File: src/rtl/swt16_pkg.sv
// Shared definitions for the swt16 execute stage: op encoding, MUL step count, FSM states.
package swt16_pkg;

  localparam int DMEM_ADDR_WIDTH = 12;
  localparam int DMEM_WORD_WIDTH = 16;
  localparam int IALU_WORD_WIDTH = 16;
  localparam int PC_WIDTH        = 12;
  localparam int PMEM_WORD_WIDTH = 16;
  localparam int REG_IDX_WIDTH   = 4;

  localparam logic [3:0] ALU_OP_ADD  = 4'h0;
  localparam logic [3:0] ALU_OP_SUB  = 4'h1;
  localparam logic [3:0] ALU_OP_AND  = 4'h2;
  localparam logic [3:0] ALU_OP_OR   = 4'h3;
  localparam logic [3:0] ALU_OP_XOR  = 4'h4;
  localparam logic [3:0] ALU_OP_SHL  = 4'h5;
  localparam logic [3:0] ALU_OP_SHR  = 4'h6;
  localparam logic [3:0] ALU_OP_SRA  = 4'h7;
  localparam logic [3:0] ALU_OP_MOV  = 4'h8;
  localparam logic [3:0] ALU_OP_MUL  = 4'h9;
  localparam logic [3:0] ALU_OP_LDW  = 4'hA;
  localparam logic [3:0] ALU_OP_LDB  = 4'hB;
  localparam logic [3:0] ALU_OP_LDBU = 4'hC;
  localparam logic [3:0] ALU_OP_STW  = 4'hD;
  localparam logic [3:0] ALU_OP_STB  = 4'hE;

  localparam int         MUL_STEPS = 16;
  localparam logic [3:0] MUL_LAST  = 4'(MUL_STEPS - 1);

  typedef enum logic {
    ST_IDLE = 1'b0,
    ST_MUL  = 1'b1
  } ex_state_e;

endpackage

File: src/rtl/mul_iter.sv
// Iterative shift-add multiplier: one partial product per step, 16 steps, low 16 bits kept.
// o_product shows the accumulator value after the current step so the caller can register it on the done edge.
module mul_iter
  import swt16_pkg::*;
#(
  parameter int W = 16
) (
  input  logic         i_clk,
  input  logic         i_rst_n,
  input  logic         i_start,
  input  logic         i_step,
  input  logic [W-1:0] i_a,
  input  logic [W-1:0] i_b,
  output logic [W-1:0] o_product,
  output logic         o_done
);

  logic [W-1:0] r_mcand;
  logic [W-1:0] r_mplier;
  logic [W-1:0] r_acc;
  logic [3:0]   r_cnt;
  logic [W-1:0] w_acc_nxt;

  assign w_acc_nxt = r_mplier[0] ? (r_acc + r_mcand) : r_acc;
  assign o_product = w_acc_nxt;
  assign o_done    = i_step && (r_cnt == MUL_LAST);

  always_ff @(posedge i_clk or negedge i_rst_n) begin
    if (!i_rst_n) begin
      r_mcand  <= '0;
      r_mplier <= '0;
      r_acc    <= '0;
      r_cnt    <= '0;
    end else if (i_start) begin
      r_mcand  <= i_a;
      r_mplier <= i_b;
      r_acc    <= '0;
      r_cnt    <= '0;
    end else if (i_step) begin
      r_acc    <= w_acc_nxt;
      r_mcand  <= r_mcand << 1;
      r_mplier <= r_mplier >> 1;
      r_cnt    <= r_cnt + 4'd1;
    end
  end

endmodule

File: src/rtl/exec.sv
// swt16 execute stage: single-cycle ALU and DMEM address/data generation, 16-step iterative MUL.
// All outputs registered; out_busy holds upstream while a MUL is in flight.
module exec
  import swt16_pkg::*;
#(
  parameter int DMEM_ADDR_WIDTH = 12,
  parameter int DMEM_WORD_WIDTH = 16,
  parameter int IALU_WORD_WIDTH = 16,
  parameter int PC_WIDTH        = 12,
  parameter int PMEM_WORD_WIDTH = 16,
  parameter int REG_IDX_WIDTH   = 4
) (
  input  logic                       clock,
  input  logic                       reset,
  input  logic [3:0]                 in_alu_op,
  input  logic [IALU_WORD_WIDTH-1:0] in_opa,
  input  logic [IALU_WORD_WIDTH-1:0] in_opb,
  input  logic [IALU_WORD_WIDTH-1:0] in_imm,
  input  logic                       in_use_imm,
  input  logic [PMEM_WORD_WIDTH-1:0] in_instr,
  input  logic [PC_WIDTH-1:0]        in_pc,
  input  logic [2:0]                 in_cycle_in_instr,
  input  logic                       in_instr_is_bubble,
  input  logic [REG_IDX_WIDTH-1:0]   in_res_reg_idx,
  input  logic                       in_act_write_res_to_reg,
  output logic                       out_busy,
  output logic                       out_act_load_dmem_word,
  output logic                       out_act_load_dmem_byte_signed,
  output logic                       out_act_load_dmem_byte_unsigned,
  output logic                       out_act_store_dmem_word,
  output logic                       out_act_store_dmem_byte,
  output logic [DMEM_ADDR_WIDTH-1:0] out_mem_rd_addr,
  output logic [DMEM_ADDR_WIDTH-1:0] out_mem_wr_addr,
  output logic [DMEM_WORD_WIDTH-1:0] out_mem_wr_word,
  output logic [IALU_WORD_WIDTH-1:0] out_res,
  output logic                       out_res_valid_MEM,
  output logic [REG_IDX_WIDTH-1:0]   out_res_reg_idx,
  output logic                       out_act_write_res_to_reg,
  output logic [PMEM_WORD_WIDTH-1:0] out_instr,
  output logic [PC_WIDTH-1:0]        out_pc,
  output logic [2:0]                 out_cycle_in_instr,
  output logic                       out_instr_is_bubble
);

  ex_state_e r_state, w_state_nxt;
  logic      w_mul_start, w_mul_step, w_mul_done;
  logic [IALU_WORD_WIDTH-1:0] w_mul_product;

  // Destination context of the in-flight MUL, replayed on the result edge.
  logic [REG_IDX_WIDTH-1:0]   r_mul_idx;
  logic                       r_mul_wr;
  logic [PMEM_WORD_WIDTH-1:0] r_mul_instr;
  logic [PC_WIDTH-1:0]        r_mul_pc;
  logic [2:0]                 r_mul_cyc;

  logic [IALU_WORD_WIDTH-1:0] w_bside, w_alu;
  logic [3:0]                 w_sh;
  logic [DMEM_ADDR_WIDTH-1:0] w_addr;
  logic                       w_is_load, w_issue;

  logic                       w_ld_w, w_ld_bs, w_ld_bu, w_st_w, w_st_b;
  logic [DMEM_ADDR_WIDTH-1:0] w_addr_o;
  logic [DMEM_WORD_WIDTH-1:0] w_wr_word;
  logic [IALU_WORD_WIDTH-1:0] w_res;
  logic                       w_valid, w_wr, w_bubble;
  logic [REG_IDX_WIDTH-1:0]   w_idx;
  logic [PMEM_WORD_WIDTH-1:0] w_instr;
  logic [PC_WIDTH-1:0]        w_pc;
  logic [2:0]                 w_cyc;

  logic                       r_busy;
  logic                       r_ld_w, r_ld_bs, r_ld_bu, r_st_w, r_st_b;
  logic [DMEM_ADDR_WIDTH-1:0] r_addr;
  logic [DMEM_WORD_WIDTH-1:0] r_wr_word;
  logic [IALU_WORD_WIDTH-1:0] r_res;
  logic                       r_valid, r_wr, r_bubble;
  logic [REG_IDX_WIDTH-1:0]   r_idx;
  logic [PMEM_WORD_WIDTH-1:0] r_instr;
  logic [PC_WIDTH-1:0]        r_pc;
  logic [2:0]                 r_cyc;

  mul_iter #(.W(IALU_WORD_WIDTH)) u_mul (
    .i_clk     (clock),
    .i_rst_n   (reset),
    .i_start   (w_mul_start),
    .i_step    (w_mul_step),
    .i_a       (in_opa),
    .i_b       (in_opb),
    .o_product (w_mul_product),
    .o_done    (w_mul_done)
  );

  assign w_bside   = in_use_imm ? in_imm : in_opb;
  assign w_sh      = w_bside[3:0];
  assign w_addr    = DMEM_ADDR_WIDTH'(in_opa + w_bside);
  assign w_is_load = (in_alu_op == ALU_OP_LDW) || (in_alu_op == ALU_OP_LDB) ||
                     (in_alu_op == ALU_OP_LDBU);
  assign w_issue   = (r_state == ST_IDLE) && !in_instr_is_bubble && (in_alu_op != ALU_OP_MUL);

  always_comb begin
    w_alu = '0;
    case (in_alu_op)
      ALU_OP_ADD: w_alu = in_opa + w_bside;
      ALU_OP_SUB: w_alu = in_opa - w_bside;
      ALU_OP_AND: w_alu = in_opa & w_bside;
      ALU_OP_OR:  w_alu = in_opa | w_bside;
      ALU_OP_XOR: w_alu = in_opa ^ w_bside;
      ALU_OP_SHL: w_alu = in_opa << w_sh;
      ALU_OP_SHR: w_alu = in_opa >> w_sh;
      ALU_OP_SRA: w_alu = $signed(in_opa) >>> w_sh;
      ALU_OP_MOV: w_alu = w_bside;
      default:    w_alu = '0;
    endcase
  end

  always_comb begin
    w_state_nxt = r_state;
    w_mul_start = 1'b0;
    w_mul_step  = 1'b0;
    case (r_state)
      ST_IDLE: begin
        if (!in_instr_is_bubble && (in_alu_op == ALU_OP_MUL)) begin
          w_state_nxt = ST_MUL;
          w_mul_start = 1'b1;
        end
      end
      ST_MUL: begin
        w_mul_step = 1'b1;
        if (w_mul_done) w_state_nxt = ST_IDLE;
      end
      default: w_state_nxt = ST_IDLE;
    endcase
  end

  // Anything that is neither an issued single-cycle op nor a MUL result goes downstream as a bubble.
  always_comb begin
    w_ld_w    = 1'b0;
    w_ld_bs   = 1'b0;
    w_ld_bu   = 1'b0;
    w_st_w    = 1'b0;
    w_st_b    = 1'b0;
    w_addr_o  = '0;
    w_wr_word = '0;
    w_res     = '0;
    w_valid   = 1'b0;
    w_wr      = 1'b0;
    w_bubble  = 1'b1;
    w_idx     = '0;
    w_instr   = '0;
    w_pc      = '0;
    w_cyc     = '0;
    if (r_state == ST_MUL) begin
      if (w_mul_done) begin
        w_res    = w_mul_product;
        w_valid  = r_mul_wr;
        w_wr     = r_mul_wr;
        w_bubble = 1'b0;
        w_idx    = r_mul_idx;
        w_instr  = r_mul_instr;
        w_pc     = r_mul_pc;
        w_cyc    = r_mul_cyc;
      end
    end else if (w_issue) begin
      w_ld_w   = (in_alu_op == ALU_OP_LDW);
      w_ld_bs  = (in_alu_op == ALU_OP_LDB);
      w_ld_bu  = (in_alu_op == ALU_OP_LDBU);
      w_st_w   = (in_alu_op == ALU_OP_STW);
      w_st_b   = (in_alu_op == ALU_OP_STB);
      w_addr_o = w_addr;
      if (in_alu_op == ALU_OP_STW) w_wr_word = in_opb[DMEM_WORD_WIDTH-1:0];
      if (in_alu_op == ALU_OP_STB) w_wr_word = {2{in_opb[7:0]}};
      w_res    = w_alu;
      w_valid  = in_act_write_res_to_reg && !w_is_load;
      w_wr     = in_act_write_res_to_reg;
      w_bubble = 1'b0;
      w_idx    = in_res_reg_idx;
      w_instr  = in_instr;
      w_pc     = in_pc;
      w_cyc    = in_cycle_in_instr;
    end
  end

  always_ff @(posedge clock or negedge reset) begin
    if (!reset) begin
      r_state     <= ST_IDLE;
      r_busy      <= 1'b0;
      r_mul_idx   <= '0;
      r_mul_wr    <= 1'b0;
      r_mul_instr <= '0;
      r_mul_pc    <= '0;
      r_mul_cyc   <= '0;
      r_ld_w      <= 1'b0;
      r_ld_bs     <= 1'b0;
      r_ld_bu     <= 1'b0;
      r_st_w      <= 1'b0;
      r_st_b      <= 1'b0;
      r_addr      <= '0;
      r_wr_word   <= '0;
      r_res       <= '0;
      r_valid     <= 1'b0;
      r_wr        <= 1'b0;
      r_bubble    <= 1'b0;
      r_idx       <= '0;
      r_instr     <= '0;
      r_pc        <= '0;
      r_cyc       <= '0;
    end else begin
      r_state <= w_state_nxt;
      r_busy  <= (w_state_nxt == ST_MUL);
      if (w_mul_start) begin
        r_mul_idx   <= in_res_reg_idx;
        r_mul_wr    <= in_act_write_res_to_reg;
        r_mul_instr <= in_instr;
        r_mul_pc    <= in_pc;
        r_mul_cyc   <= in_cycle_in_instr;
      end
      r_ld_w    <= w_ld_w;
      r_ld_bs   <= w_ld_bs;
      r_ld_bu   <= w_ld_bu;
      r_st_w    <= w_st_w;
      r_st_b    <= w_st_b;
      r_addr    <= w_addr_o;
      r_wr_word <= w_wr_word;
      r_res     <= w_res;
      r_valid   <= w_valid;
      r_wr      <= w_wr;
      r_bubble  <= w_bubble;
      r_idx     <= w_idx;
      r_instr   <= w_instr;
      r_pc      <= w_pc;
      r_cyc     <= w_cyc;
    end
  end

  assign out_busy                        = r_busy;
  assign out_act_load_dmem_word          = r_ld_w;
  assign out_act_load_dmem_byte_signed   = r_ld_bs;
  assign out_act_load_dmem_byte_unsigned = r_ld_bu;
  assign out_act_store_dmem_word         = r_st_w;
  assign out_act_store_dmem_byte         = r_st_b;
  assign out_mem_rd_addr                 = r_addr;
  assign out_mem_wr_addr                 = r_addr;
  assign out_mem_wr_word                 = r_wr_word;
  assign out_res                         = r_res;
  assign out_res_valid_MEM               = r_valid;
  assign out_res_reg_idx                 = r_idx;
  assign out_act_write_res_to_reg        = r_wr;
  assign out_instr                       = r_instr;
  assign out_pc                          = r_pc;
  assign out_cycle_in_instr              = r_cyc;
  assign out_instr_is_bubble             = r_bubble;

endmodule

File: config.mk
export PLATFORM = sky130hd
export DESIGN_NAME = exec
export DESIGN_NICKNAME = d
export VERILOG_FILES = /design/src/rtl/swt16_pkg.sv /design/src/rtl/mul_iter.sv /design/src/rtl/exec.sv
export SDC_FILE = /design/constraint.sdc
export NUM_CORES = 1
export LEC_CHECK = 0
export ABC_AREA = 1
export BUFFER_PORTS_ARGS = -buffer_cell sky130_fd_sc_hd__buf_2
export CAP_MARGIN = 20
export CORE_MARGIN = 4
export CORE_UTILIZATION = 51
export CTS_CLUSTER_SIZE = 25
export DETAILED_ROUTE_END_ITERATION = 16
export GPL_ROUTABILITY_DRIVEN = 0
export HOLD_SLACK_MARGIN = 0.05
export MAX_ROUTING_LAYER = met4
export PLACE_DENSITY = 0.73
export SLEW_MARGIN = 30
export SYNTH_ARGS = -nofsm -noshare
export SYNTH_HDL_FRONTEND = slang
export SYNTH_SLANG_ARGS = --single-unit
File: constraint.sdc
create_clock -name clock -period 6.85 [get_ports clock]
set_clock_uncertainty 0.2 [all_clocks]
set_input_delay 0.685 -clock clock [delete_from_list [all_inputs] [get_ports clock]]
set_output_delay 0.685 -clock clock [all_outputs]
set_load 0.03 [all_outputs]
==> flow_summary.yaml <==
timing:
  timing_max_transition_violations_final: 0
  fin_tns_setup_ns: 0
  max_freq_ghz: 0.278
  post-route-period-util_pct: 52.5
  setup_viol: 0
  grt_setup_unrepaired: "no"
  slew_headroom_pct: 42.2
  tightestPinTransition_ns: 0.857
  timing.final.crit_period_ns: 3.60
  report.final.hold_viol_count: 0
synth:
  ys_ff_latch: 176
  post-synth-top-area-fraction_pct: 35.7
  synthTopCellsByCount: "433 x nand2_1, 199 x inv_1, 185 x nand3_1"
  synthCells: 1694
  yosys.cell_types.count: 53
  synthesis.nets: 1863
  synth.most_common_cell: "nand2_1"
  synth.top_cells.by_area: "dfrtp_1 36%, nand2_1 13%, ha_1 7.5%, nand3_1 7.5%, inv_1 6.1%"
  synth.cell_area_um2: 12300
  syn_area_per_cell_um2: 7.28
  ys_async_sr_fraction_pct: 100
  synth_seq_area_share_pct: 35.7
  ys.warnings.count: 0
  yosys_most_used_dff: "dfrtp_1"
  synth_edf_count: 0
  post-synth-top-area-cell: "dfrtp_1"
floorplan:
  initial_core_util_pct: 52.2
  rows: 56
  floorplan.die_area_um2: 26700
  ios: 192
  chipHeight_um: 164
  die-width_um: 164
  floorplan.core_area_um2: 23600
clocking:
  cts_made_buffers: 17
  cts_tree: "yes"
  htree_num_levels: 4
  post_cts_resized: 0
  cts_post_setup_buffers_inserted: 0
  clockRootBuffer: "clkbuf_16"
  maximum_buffer_depth_of_the_clock_tree: 2
  clkSlewWorstSetupHoldPaths_ns: 0.08
  clk-insertion-delay-late_ns: 0.44
  cts_num_sinks: 176
  cts.hold.buffers_added: 0
global_route:
  globalRouteOverflowTotal: 0
  grt_pass1_vias: 11890
  antenna_found_initial: 0
  wire_length_of_the_first_global_routing_pass_um: 66400
  maximum_number_of_pins_on_one_net_before_global_route_repair: 86
  grt_use_total_pct: 33.1
worst_setup_path:
  cpMaxStageDelayCell: "o21ai_4"
  start_kind: "input pin"
  timing.critical_path.max_delay_family: "buffers and inverters"
  worst_ep_required_time_ns: 6.97
  crit_path_max_fanout: 27
  cp.buffers_inverters: 4
  critical_path.max_stage_delay_ns: 0.68
  cp.arrival_ns: 3.72
  path_cells: "buf_2, o21ai_4, buf_4, inv_2, ha_1, inv_1, o21ai_0, nand2_1, nand3_1, xor2_1, o21ai_0, nor2_1, nand2_1, nand2_1, nand2_1"
  worst_path_most_repeated_cell: "nand2_1"
  end_kind: "flop"
  criticalPathCategory: "in2reg"
route:
  route.detailed.wl_per_inst_um: 19.8
  first_pass_iters: 8
  ant_nets: 0
  routed_wl_um: 43000
  routed_via_density: 5.89
  detailroute.via_count: 12776
  drt-initial-drc-count: 1488
  drt_drc_violations_left: 0
layout:
  area_growth_syn_to_layout_pct: 13.2
  antenna_cells_inserted: 0
  drive_above_1_share_pct: 17.1
  ff_latch_area_um2: 4400
  num-nets-final: 2006
  core_utilization_of_the_finished_layout_pct: 59.1
  nFillCells: 2202
  multi_input_area_um2: 6650
placed_design:
  dp.final_hpwl_um: 32900
  buffer_ports.inserted: 191
run:
  cap_violations: 0
power:
  vdd_drop_max_mv: 0.172
  leakagePower_nw: 7.46
  p_per_area_nw_per_um2: 301
run_status:
  run_status: "finished clean"
worst_hold_path:
  classification_of_the_worst_slack_hold_path: "in2async"
power by group:
group          total, mW  switching (mW)  leakage [nW]  internal [mW]
sequential          1.47           0.168          2.34           1.30
clock               1.03           0.518         0.307          0.513
combinational       1.70            1.17          4.82          0.524
total               4.20            1.86          7.46           2.34
routing by layer:
layer | track usage, % | routed length (um)
met1 | 42.5 | 16600
met2 | 49.2 | 18900
met3 | 7.44 | 4660
met4 | 17.0 | 2710
met5 | - | 0
cells in the final DEF, fill, tap and decap left out, types with 4 or more instances in the layout:
master,n
xnor2_1,6
nor2_1,94
inv_12,4
dfrtp_1,176
inv_2,12
nand2_2,14
o221ai_1,31
nand3b_1,5
nand2_1,433
nand3_1,185
nand2_4,4
o21ai_0,111
o22ai_1,22
nand3_2,10
buf_4,11
inv_1,199
xor2_1,10
or2_2,16
o21ai_1,34
clkinv_8,5
nand4_1,24
nor3_1,18
buf_2,190
ha_1,74
o211ai_1,16
a21oi_1,63
nor2_2,9
o21bai_1,7
clkbuf_16,17
inv_6,5
worst register-to-register path, stage by stage (launching register included):
cell and delay, ns:
dfrtp_1 0.77, inv_2 0.48, nor3_1 0.31, nand2_1 0.36
inv_2 0.74, nand3_1 0.39, nand2_1 0.19
stage by stage:
| step | instance area [um^2] | setup WS, ns | power, mW | hold WS (ns) | instances |
|---|---|---|---|---|---|
| after CTS | 14000 | 3.42 | 4.18 | 0.144 | 2169 |
| final | 14000 | 3.25 | 4.20 | 0.113 | 2169 |
| after global placement | 13300 | 3.01 | 3.11 | 0.258 | 2137 |
| after global routing | 14000 | 3.13 | 4.45 | 0.175 | 2169 |
| after floorplan | 12300 | 3.81 | 2.67 | 0.189 | 1694 |
| after detailed placement | 13300 | 2.97 | 3.14 | 0.269 | 2137 |
layout make-up:
class	count	share of cell area [%]
clock inverters	15	1.52
inverters	216	5.87
repair buffers	202	7.49
multi-input cells	1224	47.7
well taps	319	2.86
clock buffers	17	3.05
flip-flops and latches	176	31.6
path summary, 6_finish.rpt:
kind                                                   from                             to  slack, ns  cells past startpoint
worst max-delay path                             in_use_imm           out_res[5]$_DFF_PN0_       3.25                     15
worst min-delay path                                  reset  u_mul.r_mplier[4]$_DFFE_PN0P_       0.11                      1
worst max register to register           out_busy$_DFF_PN0_          out_res[10]$_DFF_PN0_       3.35                      6
worst min register to register  r_mul_instr[11]$_DFFE_PN0P_        out_instr[11]$_DFF_PN0_       0.28                      2
max in group asynchronous                             reset   out_res_reg_idx[0]$_DFF_PN0_       5.09                      2
min in group clock              r_mul_instr[11]$_DFFE_PN0P_        out_instr[11]$_DFF_PN0_       0.28                      2
kinds of logic (layout without fill, tap and decap cells):
group,Yosys count,in the layout,synth area share [%]
AOI/OAI and AO/OA,307,307,14.9
xor gates and xnor gates,16,16,1.14
DFF,176,176,35.7
buffers and inverters,294,450,10.4
and+or+nand+nor,824,824,29.8
adders and majority gates,77,77,8.00
Note: power is estimated with default switching activity, not from simulation.
